==> config.mk <==
export PLATFORM = sky130hd
export DESIGN_NAME = cluster_periph_demux
export DESIGN_NICKNAME = d
export VERILOG_FILES = /design/src/rtl/cluster_periph_demux.sv
export SDC_FILE = /design/constraint.sdc
export NUM_CORES = 1
export LEC_CHECK = 0
export CAP_MARGIN = 20
export CORE_AREA = 2 2 250 252
export DETAILED_ROUTE_END_ITERATION = 7
export DIE_AREA = 0 0 252 254
export GPL_ROUTABILITY_DRIVEN = 0
export RECOVER_POWER = 50
export REMOVE_ABC_BUFFERS = 1
export SLEW_MARGIN = 25
export SYNTH_ARGS = -nofsm -noshare
export SYNTH_HDL_FRONTEND = slang
export SYNTH_SLANG_ARGS = --single-unit
==> constraint.sdc <==
create_clock -name clk_i -period 4.5 [get_ports clk_i]
set_input_delay 0.9 -clock clk_i [delete_from_list [all_inputs] [get_ports clk_i]]
set_output_delay 0.9 -clock clk_i [all_outputs]
set_load 0.05 [all_outputs]
==> src/rtl/cluster_periph_demux.sv <==
// Cluster peripheral-bus demux: routes one master port to NB_SPERIPHS slave plugs by address field,
// keeps responses in order through a route FIFO and answers unmapped slots with an error response.
module cluster_periph_demux #(
  parameter int unsigned                   NB_SPERIPHS     = 11,
  parameter int unsigned                   ADDR_WIDTH      = 32,
  parameter int unsigned                   DATA_WIDTH      = 32,
  parameter int unsigned                   BE_WIDTH        = DATA_WIDTH / 8,
  parameter int unsigned                   ID_WIDTH        = 5,
  parameter int unsigned                   ROUTE_LSB       = 10,
  parameter int unsigned                   ROUTE_WIDTH     = 4,
  parameter logic [NB_SPERIPHS-1:0]        SLAVE_EN_MASK   = 11'b111_1111_0111,
  parameter int unsigned                   MAX_OUTSTANDING = 4,
  parameter logic [DATA_WIDTH-1:0]         ERR_RDATA       = 32'hBADACCE5
) (
  input  logic                                   clk_i,
  input  logic                                   rst_i,
  input  logic                                   mst_req_i,
  input  logic [ADDR_WIDTH-1:0]                  mst_add_i,
  input  logic                                   mst_wen_i,
  input  logic [DATA_WIDTH-1:0]                  mst_wdata_i,
  input  logic [BE_WIDTH-1:0]                    mst_be_i,
  input  logic [ID_WIDTH-1:0]                    mst_id_i,
  output logic                                   mst_gnt_o,
  output logic                                   mst_r_valid_o,
  output logic                                   mst_r_opc_o,
  output logic [DATA_WIDTH-1:0]                  mst_r_rdata_o,
  output logic [ID_WIDTH-1:0]                    mst_r_id_o,
  output logic [NB_SPERIPHS-1:0]                 slv_req_o,
  output logic [ADDR_WIDTH-1:0]                  slv_add_o,
  output logic                                   slv_wen_o,
  output logic [DATA_WIDTH-1:0]                  slv_wdata_o,
  output logic [BE_WIDTH-1:0]                    slv_be_o,
  output logic [ID_WIDTH-1:0]                    slv_id_o,
  input  logic [NB_SPERIPHS-1:0]                 slv_gnt_i,
  input  logic [NB_SPERIPHS-1:0]                 slv_r_valid_i,
  input  logic [NB_SPERIPHS-1:0]                 slv_r_opc_i,
  input  logic [NB_SPERIPHS*DATA_WIDTH-1:0]      slv_r_rdata_i,
  input  logic [NB_SPERIPHS*ID_WIDTH-1:0]        slv_r_id_i,
  output logic [$clog2(MAX_OUTSTANDING):0]       outstanding_o,
  output logic                                   proto_err_o
);

  localparam int unsigned      TGT_W   = $clog2(NB_SPERIPHS + 1);
  localparam int unsigned      PTR_W   = $clog2(MAX_OUTSTANDING);
  localparam int unsigned      CNT_W   = PTR_W + 1;
  localparam logic [TGT_W-1:0] ERR_TGT = TGT_W'(NB_SPERIPHS);

  logic [TGT_W-1:0]       fifo_q [MAX_OUTSTANDING];
  logic [TGT_W-1:0]       fifo_d [MAX_OUTSTANDING];
  logic [PTR_W-1:0]       wr_ptr_q, wr_ptr_d, rd_ptr_q, rd_ptr_d;
  logic [CNT_W-1:0]       cnt_q, cnt_d;
  logic [TGT_W-1:0]       last_target_q, last_target_d;
  logic                   err_valid_q, err_valid_d;
  logic [ID_WIDTH-1:0]    err_id_q, err_id_d;
  logic                   proto_err_q, proto_err_d;

  logic [ROUTE_WIDTH-1:0] route_idx;
  logic                   mapped;
  logic [TGT_W-1:0]       target;
  logic [TGT_W-1:0]       head;
  logic                   empty, full, allowed, push, pop, stray;
  logic                   unused_addr;

  assign route_idx   = mst_add_i[ROUTE_LSB +: ROUTE_WIDTH];
  assign unused_addr = ^mst_add_i;

  assign slv_add_o   = mst_add_i;
  assign slv_wen_o   = mst_wen_i;
  assign slv_wdata_o = mst_wdata_i;
  assign slv_be_o    = mst_be_i;
  assign slv_id_o    = mst_id_i;

  assign head          = fifo_q[rd_ptr_q];
  assign empty         = (cnt_q == '0);
  assign full          = (cnt_q == CNT_W'(MAX_OUTSTANDING));
  assign outstanding_o = cnt_q;
  assign proto_err_o   = proto_err_q;

  // Address decode: unpopulated or out-of-range slots go to the internal error target
  always_comb begin
    mapped = 1'b0;
    target = ERR_TGT;
    for (int unsigned i = 0; i < NB_SPERIPHS; i++) begin
      if (32'(route_idx) == i && SLAVE_EN_MASK[i]) begin
        mapped = 1'b1;
        target = TGT_W'(i);
      end
    end
  end

  // A new target may only be issued once all responses of the previous target are back
  assign allowed = !full && (empty || target == last_target_q);

  always_comb begin
    slv_req_o = '0;
    mst_gnt_o = 1'b0;
    if (allowed) begin
      if (mapped) begin
        for (int unsigned i = 0; i < NB_SPERIPHS; i++) begin
          if (TGT_W'(i) == target) begin
            slv_req_o[i] = mst_req_i;
            mst_gnt_o    = slv_gnt_i[i];
          end
        end
      end else begin
        mst_gnt_o = mst_req_i;
      end
    end
  end

  assign push = mst_req_i && mst_gnt_o;

  // Response mux selected by the oldest outstanding target
  always_comb begin
    mst_r_valid_o = 1'b0;
    mst_r_opc_o   = 1'b0;
    mst_r_rdata_o = '0;
    mst_r_id_o    = '0;
    if (!empty) begin
      if (head == ERR_TGT) begin
        mst_r_valid_o = err_valid_q;
        mst_r_opc_o   = 1'b1;
        mst_r_rdata_o = ERR_RDATA;
        mst_r_id_o    = err_id_q;
      end else begin
        for (int unsigned i = 0; i < NB_SPERIPHS; i++) begin
          if (TGT_W'(i) == head) begin
            mst_r_valid_o = slv_r_valid_i[i];
            mst_r_opc_o   = slv_r_opc_i[i];
            mst_r_rdata_o = slv_r_rdata_i[i*DATA_WIDTH +: DATA_WIDTH];
            mst_r_id_o    = slv_r_id_i[i*ID_WIDTH +: ID_WIDTH];
          end
        end
      end
    end
  end

  assign pop = mst_r_valid_o;

  always_comb begin
    stray = 1'b0;
    for (int unsigned i = 0; i < NB_SPERIPHS; i++) begin
      if (slv_r_valid_i[i] && (empty || head != TGT_W'(i))) stray = 1'b1;
    end
  end

  always_comb begin
    fifo_d        = fifo_q;
    wr_ptr_d      = wr_ptr_q + PTR_W'(push);
    rd_ptr_d      = rd_ptr_q + PTR_W'(pop);
    cnt_d         = cnt_q + CNT_W'(push) - CNT_W'(pop);
    last_target_d = last_target_q;
    err_valid_d   = push && !mapped;
    err_id_d      = err_id_q;
    proto_err_d   = proto_err_q | stray;
    if (push) begin
      fifo_d[wr_ptr_q] = target;
      last_target_d    = target;
      if (!mapped) err_id_d = mst_id_i;
    end
  end

  always_ff @(posedge clk_i or posedge rst_i) begin
    if (rst_i) begin
      for (int unsigned i = 0; i < MAX_OUTSTANDING; i++) fifo_q[i] <= '0;
      wr_ptr_q      <= '0;
      rd_ptr_q      <= '0;
      cnt_q         <= '0;
      last_target_q <= '0;
      err_valid_q   <= 1'b0;
      err_id_q      <= '0;
      proto_err_q   <= 1'b0;
    end else begin
      fifo_q        <= fifo_d;
      wr_ptr_q      <= wr_ptr_d;
      rd_ptr_q      <= rd_ptr_d;
      cnt_q         <= cnt_d;
      last_target_q <= last_target_d;
      err_valid_q   <= err_valid_d;
      err_id_q      <= err_id_d;
      proto_err_q   <= proto_err_d;
    end
  end

endmodule

Word level (Yosys, flattened, before mapping)
Index checks and enable logic that the tools add are counted.
{"block": "classes", "eq_ne": 42, "mux": 115, "addsub": 4, "n_bitwise": 4, "n_reduce_logical": 35, "order_cmp": 3}
{"op": "$mux W32", "n": 13}
{"op": "$mux W1", "n": 71}
{"op": "$mux W5", "n": 13}
{"op": "$mux W4", "n": 13}
{"op": "$eq A3 B4 Y1 const A", "n": 8}
{"op": "$eq A4 B4 Y1 const A", "n": 6}
{"op": "$mux W11", "n": 2}
{"op": "$bwmux W16", "n": 1}
{"op": "$eq A2 B4 Y1 const A", "n": 4}
{"op": "$eq A4 B3 Y1 const B", "n": 4}
{"op": "$eq A4 B4 Y1 const B", "n": 4}
{"op": "$ne A4 B3 Y1 const B", "n": 4}
{"op": "$logic_and A1 B1 Y1", "n": 15}
{"op": "$logic_not A4 Y1", "n": 3}
{"op": "$logic_or A1 B1 Y1", "n": 12}
{"op": "$ne A4 B4 Y1 const B", "n": 3}
{"op": "$bmux W4 S2", "n": 1}
{"op": "$demux W4 S2", "n": 1}
{"op": "$eq A1 B4 Y1 const A", "n": 2}
{"op": "$ne A4 B2 Y1 const B", "n": 2}
{"op": "$ge A3 B3 Y1 const B", "n": 2}
{"op": "$not A2 Y3", "n": 2}
{"op": "$add A2 B1 Y2", "n": 2}
{"op": "$eq A4 B1 Y1 const B", "n": 1}
{"op": "other kinds (13)", "n": 14}
{"block": "totals", "regBits": 34, "elab_cells": 214, "output_inout_bits": 129}

Depth between registers and ports, before layout
Gate-level depths: netlist (run 1).
{"block": "depth", "word_depth": 28, "mapped_depth": 16}

Worst setup path before layout (run 1)
No wires, ideal clock.
{"block": "synth_timing", "path_kind": "input to output", "start": "input port mst_add_i[12]", "end": "output port slv_req_o[0]", "n_path_buf": 1, "slack_ns": -0.249, "required_ns": 3.600, "stages": 7, "arrival_ns": 3.849, "cell_sequence": "buf_2 > nor2b_1 > xnor2_1 > o211ai_1 > a311oi_2 > o21ai_1 > nor4_1"}
{"block": "synth_between", "elab_chain_len": 15, "elab_cells_between_ends": 37, "classes_between": "eq/ne (10); mux (23); reduce/logical (4)"}
{"element": "start: declaration", "line": "18", "rtl": "input logic [ADDR_WIDTH-1:0] mst_add_i,"}
{"element": "$logic_not A4 Y1", "line": "84", "rtl": "if (32'(route_idx) == i && SLAVE_EN_MASK[i]) begin"}
{"element": "$mux W4 (10 in a row)", "line": "84"}
{"element": "$logic_not A4 Y1 or $eq A4 B4 Y1 (tied branches)", "line": "100, 92"}
{"element": "$mux W1 or $logic_or A1 B1 Y1 (tied branches)", "line": "100, 92"}
{"element": "$mux W11 or $logic_and A1 B1 Y1 (tied branches)", "line": "98, 92"}
{"element": "$mux W11 *", "line": "97", "rtl": "if (allowed) begin"}
{"element": "end: declaration", "line": "28", "rtl": "output logic [NB_SPERIPHS-1:0] slv_req_o,"}
Mark *: on every way between the ends. The rest lies on a longest branch, timed or not.

Final worst setup path (run 1)
{"block": "layout_timing", "start": "register rd_ptr_q[0]", "end": "output port mst_r_id_o[4]"}
{"block": "layout_between", "elab_chain_len": 18, "elab_cells_between_ends": 29, "classes_between": "eq/ne (11); mux (16); bitwise (1); reduce/logical (1)"}
{"element": "start: declaration", "line": "50", "rtl": "logic [PTR_W-1:0] wr_ptr_q, wr_ptr_d, rd_ptr_q, rd_ptr_d;"}
{"element": "start signal: assignment", "line": "176", "rtl": "rd_ptr_q <= rd_ptr_d;"}
{"element": "$not A2 Y3 (not written as such) *", "line": "73", "rtl": "assign head = fifo_q[rd_ptr_q];"}
{"element": "$bmux W4 S2 *", "line": "73"}
{"element": "$mux W4 (not written as such) * (2 in a row)", "line": "73"}
{"element": "$logic_not A4 Y1", "line": "127", "rtl": "if (TGT_W'(i) == head) begin"}
{"element": "$mux W5 (11 in a row)", "line": "127"}
{"element": "$mux W5 *", "line": "120", "rtl": "if (head == ERR_TGT) begin"}
{"element": "$mux W5 *", "line": "119", "rtl": "if (!empty) begin"}
{"element": "end: declaration", "line": "27", "rtl": "output logic [ID_WIDTH-1:0] mst_r_id_o,"}
Mark *: on every way between the ends. The rest lies on a longest branch, timed or not. The select of a mux whose other input is x is not followed.

==> impl_metrics.ini, run 1 <==
[setup_path]
crit_chain = mux4_4 > buf_12 > nor2_2 > a221oi_1 > a21oi_1 > o221ai_1 > a221oi_1 > buf_12
crit_arrival_ns = 3.47
reg2reg_slack_ns = 0.56
crit_fanout = 42
cpMaxStageDelayCell = mux4_4
startpoint_type = flip-flop
r2r-start = rd_ptr_q[0]$_DFF_PP0_
crit_path_end_kind = output pin
cpPeakStageDelay_ns = 0.85
required_ns = 3.60
r2r_cells = 13
rr_endpoint = outstanding_o[2]$_DFF_PP0_
crit_type = flip-flop to output pin

[yosys]
ys_seq_area_share_pct = 11.9
ys_types = 73
syn_area_per_cell_um2 = 7.12
ys_warn_count = 0
synth_common_cells = nand2_1, a21oi_1, o21ai_0
synth_seq_cells = 34
synth_area_um2 = 7120
synth_top_area_cell = dfrtp_1
syn_inst = 1001
synth_most_common_cell = nand2_1
ys_top_cells_by_area = dfrtp_1, buf_4, mux2_2
synth_top_area_share_pct = 11.9
yosys_most_used_dff = dfrtp_1
synth_edf_count = 0
synthArstFlopShare_pct = 100

[run_status]
outcome = finished, violations left
violations = max-capacitance violations, max-slew violations

[grt]
track_usage_pct = 18.6
antenna_found_initial = 13
grt_first_pass_wirelength_um = 83900
grt_pass1_vias = 10700
grt_start_max_net_pins = 58
overflow = 0

[sta]
maxSlewViolCount = 35
worst_pin_slew_ns = 1.97
min_period_ns = 4.37
max_freq_ghz = 0.229
clock_skew_ns = 0.00619
hold_viol_final = 0
slew_headroom_pct = -31.3
setup_viol = 0
whs_ns = 0.513
fin_ws_ns = 0.134
post-route-period-util_pct = 97.0
rsz0062_at_grt = false

[run]
max_cap_violations = 1

[route]
drt-initial-drc-count = 772
viasPerCell = 4.68
wirelength_um = 63000
dr_total_vias = 10500
ant_nets = 0
wl_per_cell_um = 28.1
dr.pass1.iters = 5
drc = 0

[die]
die_y_um = 254
start_util_pct = 11.6
die_w_um = 252
core_area_um2 = 61300
row_count = 91
die_area_um2 = 64000
ios = 646

[clocking]
numCtsBuffers = 5
cts.clk_slew.worst_paths_ns = 0.06
clockBufferDepth = 2
insertion_delay_ns = 0.29
cts.sinks = 34
htree_levels = 2
cts_root_buf = clkbuf_16
cts_tree = done
ctsHoldBuffers = 0

[pwr]
power.density_nw_per_um2 = 1080
p_total_mw = 14.6
ir_worst_vdd_mv = 0.691
p_leak_nw = 4.95

[place]
place_inst = 2220
place_area_um2 = 13100
io_buffers = 513
pre_cts_ws_ns = 0.0254
dp_hpwl_um = 51900

[hold_path]
min_from = err_id_q[3]$_DFFE_PP0P_
holdPathStages = 1
hp-class = flip-flop to flip-flop
min_to = err_id_q[3]$_DFFE_PP0P_

[finish]
drive_above_1_share_pct = 15.9
fin_nets = 1968
finalNonFillerCells = 2243
syn_to_final_growth_pct = 89.0
fillers = 6772
fin_area_um2 = 13500
worst max path at each step:
stage,startpoint,end,slack (ns),depth (start not counted)
detailed placement,rd_ptr_q[0]$_DFF_PP0_,mst_r_rdata_o[18],0.03,6
global route,rd_ptr_q[0]$_DFF_PP0_,mst_r_id_o[4],0.008,8
CTS,rd_ptr_q[0]$_DFF_PP0_,mst_r_rdata_o[24],0.02,9
finish,rd_ptr_q[0]$_DFF_PP0_,mst_r_id_o[4],0.13,8
floorplan,rd_ptr_q[0]$_DFF_PP0_,mst_r_rdata_o[13],-1.61,4
global placement,rd_ptr_q[0]$_DFF_PP0_,outstanding_o[2]$_DFF_PP0_,0.01,12
stage by stage:
stage / utilization (%) / setup TNS [ns]
2_1_floorplan: - / -42.79
3_3_place_gp: 21.5 / 0
3_5_place_dp: 21.5 / 0
4_1_cts: 21.9 / 0
5_1_grt: 22.0 / 0
6_report: 22.0 / 0
sequential cells by signal (all words and copies together) (netlist names):
register / count
last_target_q: 4
rd_ptr_q: 2
wr_ptr_q: 2
err_id_q: 5
err_valid_q: 1
proto_err_o: 1
fifo_q: 16
outstanding_o: 3
routing by layer:
layer	vias up	routed length, um	GRT usage [%]
li1	4622	-	-
met1	5031	25600	22.6
met2	726	28700	30.7
met3	100	7060	6.98
met4	10	1440	4.38
met5	-	153	1.54
critical path, delay by kind of cell, from the launching register on:
| family | cells | cell delay (ns) |
|---|---|---|
| flops | 1 | 0.55 |
| simple gates | 1 | 0.28 |
| mux | 1 | 0.85 |
| compound gates | 4 | 0.99 |
| buf+inv | 2 | 0.47 |
where the power goes:
part / leakage [nW] / total, mW / switching [mW] / internal (mW)
sequential: 0.418 / 0.647 / 0.188 / 0.459
combinational: 4.44 / 13.5 / 8.61 / 4.85
clock: 0.0940 / 0.458 / 0.140 / 0.318
total: 4.95 / 14.6 / 8.94 / 5.63
logic make-up (layout without fill, tap and decap cells):
logic type	Yosys count	count (layout)	synth area share, %
AO/OA/AOI/OAI	396	396	36.9
AND/OR/NAND/NOR	269	269	17.5
buffers and inverters	191	636	16.1
multiplexers	99	100	15.8
flip-flops	34	34	11.9
XOR/XNOR	6	6	0.738
adder cells (fa/ha/maj)	5	5	0.984
other	1	7	0.0526
layout by cell type (no fill, tap or decap), types with 20 or more instances in the layout:
| cell | count |
|---|---|
| a21oi_1 | 95 |
| a22oi_1 | 45 |
| buf_12 | 30 |
| buf_4 | 114 |
| clkdlybuf4s50_1 | 461 |
| dfrtp_1 | 32 |
| inv_1 | 20 |
| mux2_2 | 45 |
| mux2i_1 | 48 |
| nand2_1 | 107 |
| nand3_1 | 31 |
| nor2_1 | 53 |
| nor3_1 | 26 |
| o21ai_0 | 81 |
| o221ai_1 | 35 |
| o22ai_1 | 22 |
layout make-up:
cell class,instances,area [um2],share of cell area [%]
diodes,6,15.0,0.112
clock buffers,5,125,0.929
clock inverters,3,68.8,0.511
inverters,20,75.1,0.558
multi-input cells,777,5240,38.9
flip-flops and latches,34,856,6.36
well taps,790,988,7.34
repair buffers,608,6100,45.3
timing repair:
item | in CTS | in global routing
gates resized for setup | 3 | 4
pin swaps | 1 | 0
endpoints found under the setup margin | 30 | 16
gates cloned | 1 | 0
setup buffers | 6 | 2
(Power assumes the default switching activity.)
==> run 2, diff against run 1 <==
--- a/config.mk
+++ b/config.mk
@@ -12,7 +12,6 @@
 export GPL_ROUTABILITY_DRIVEN = 0
 export RECOVER_POWER = 50
 export REMOVE_ABC_BUFFERS = 1
-export SLEW_MARGIN = 25
 export SYNTH_ARGS = -nofsm -noshare
 export SYNTH_HDL_FRONTEND = slang
 export SYNTH_SLANG_ARGS = --single-unit
==> results of run 2 <==
No change in the layout: final DEF, timing and power equal those of run 1.
==> run 3, diff against run 2 <==
--- a/config.mk
+++ b/config.mk
@@ -12,6 +12,7 @@
 export GPL_ROUTABILITY_DRIVEN = 0
 export RECOVER_POWER = 50
 export REMOVE_ABC_BUFFERS = 1
+export SLEW_MARGIN = 20
 export SYNTH_ARGS = -nofsm -noshare
 export SYNTH_HDL_FRONTEND = slang
 export SYNTH_SLANG_ARGS = --single-unit
==> results of run 3 <==
No change in the layout: final DEF, timing and power equal those of run 1.
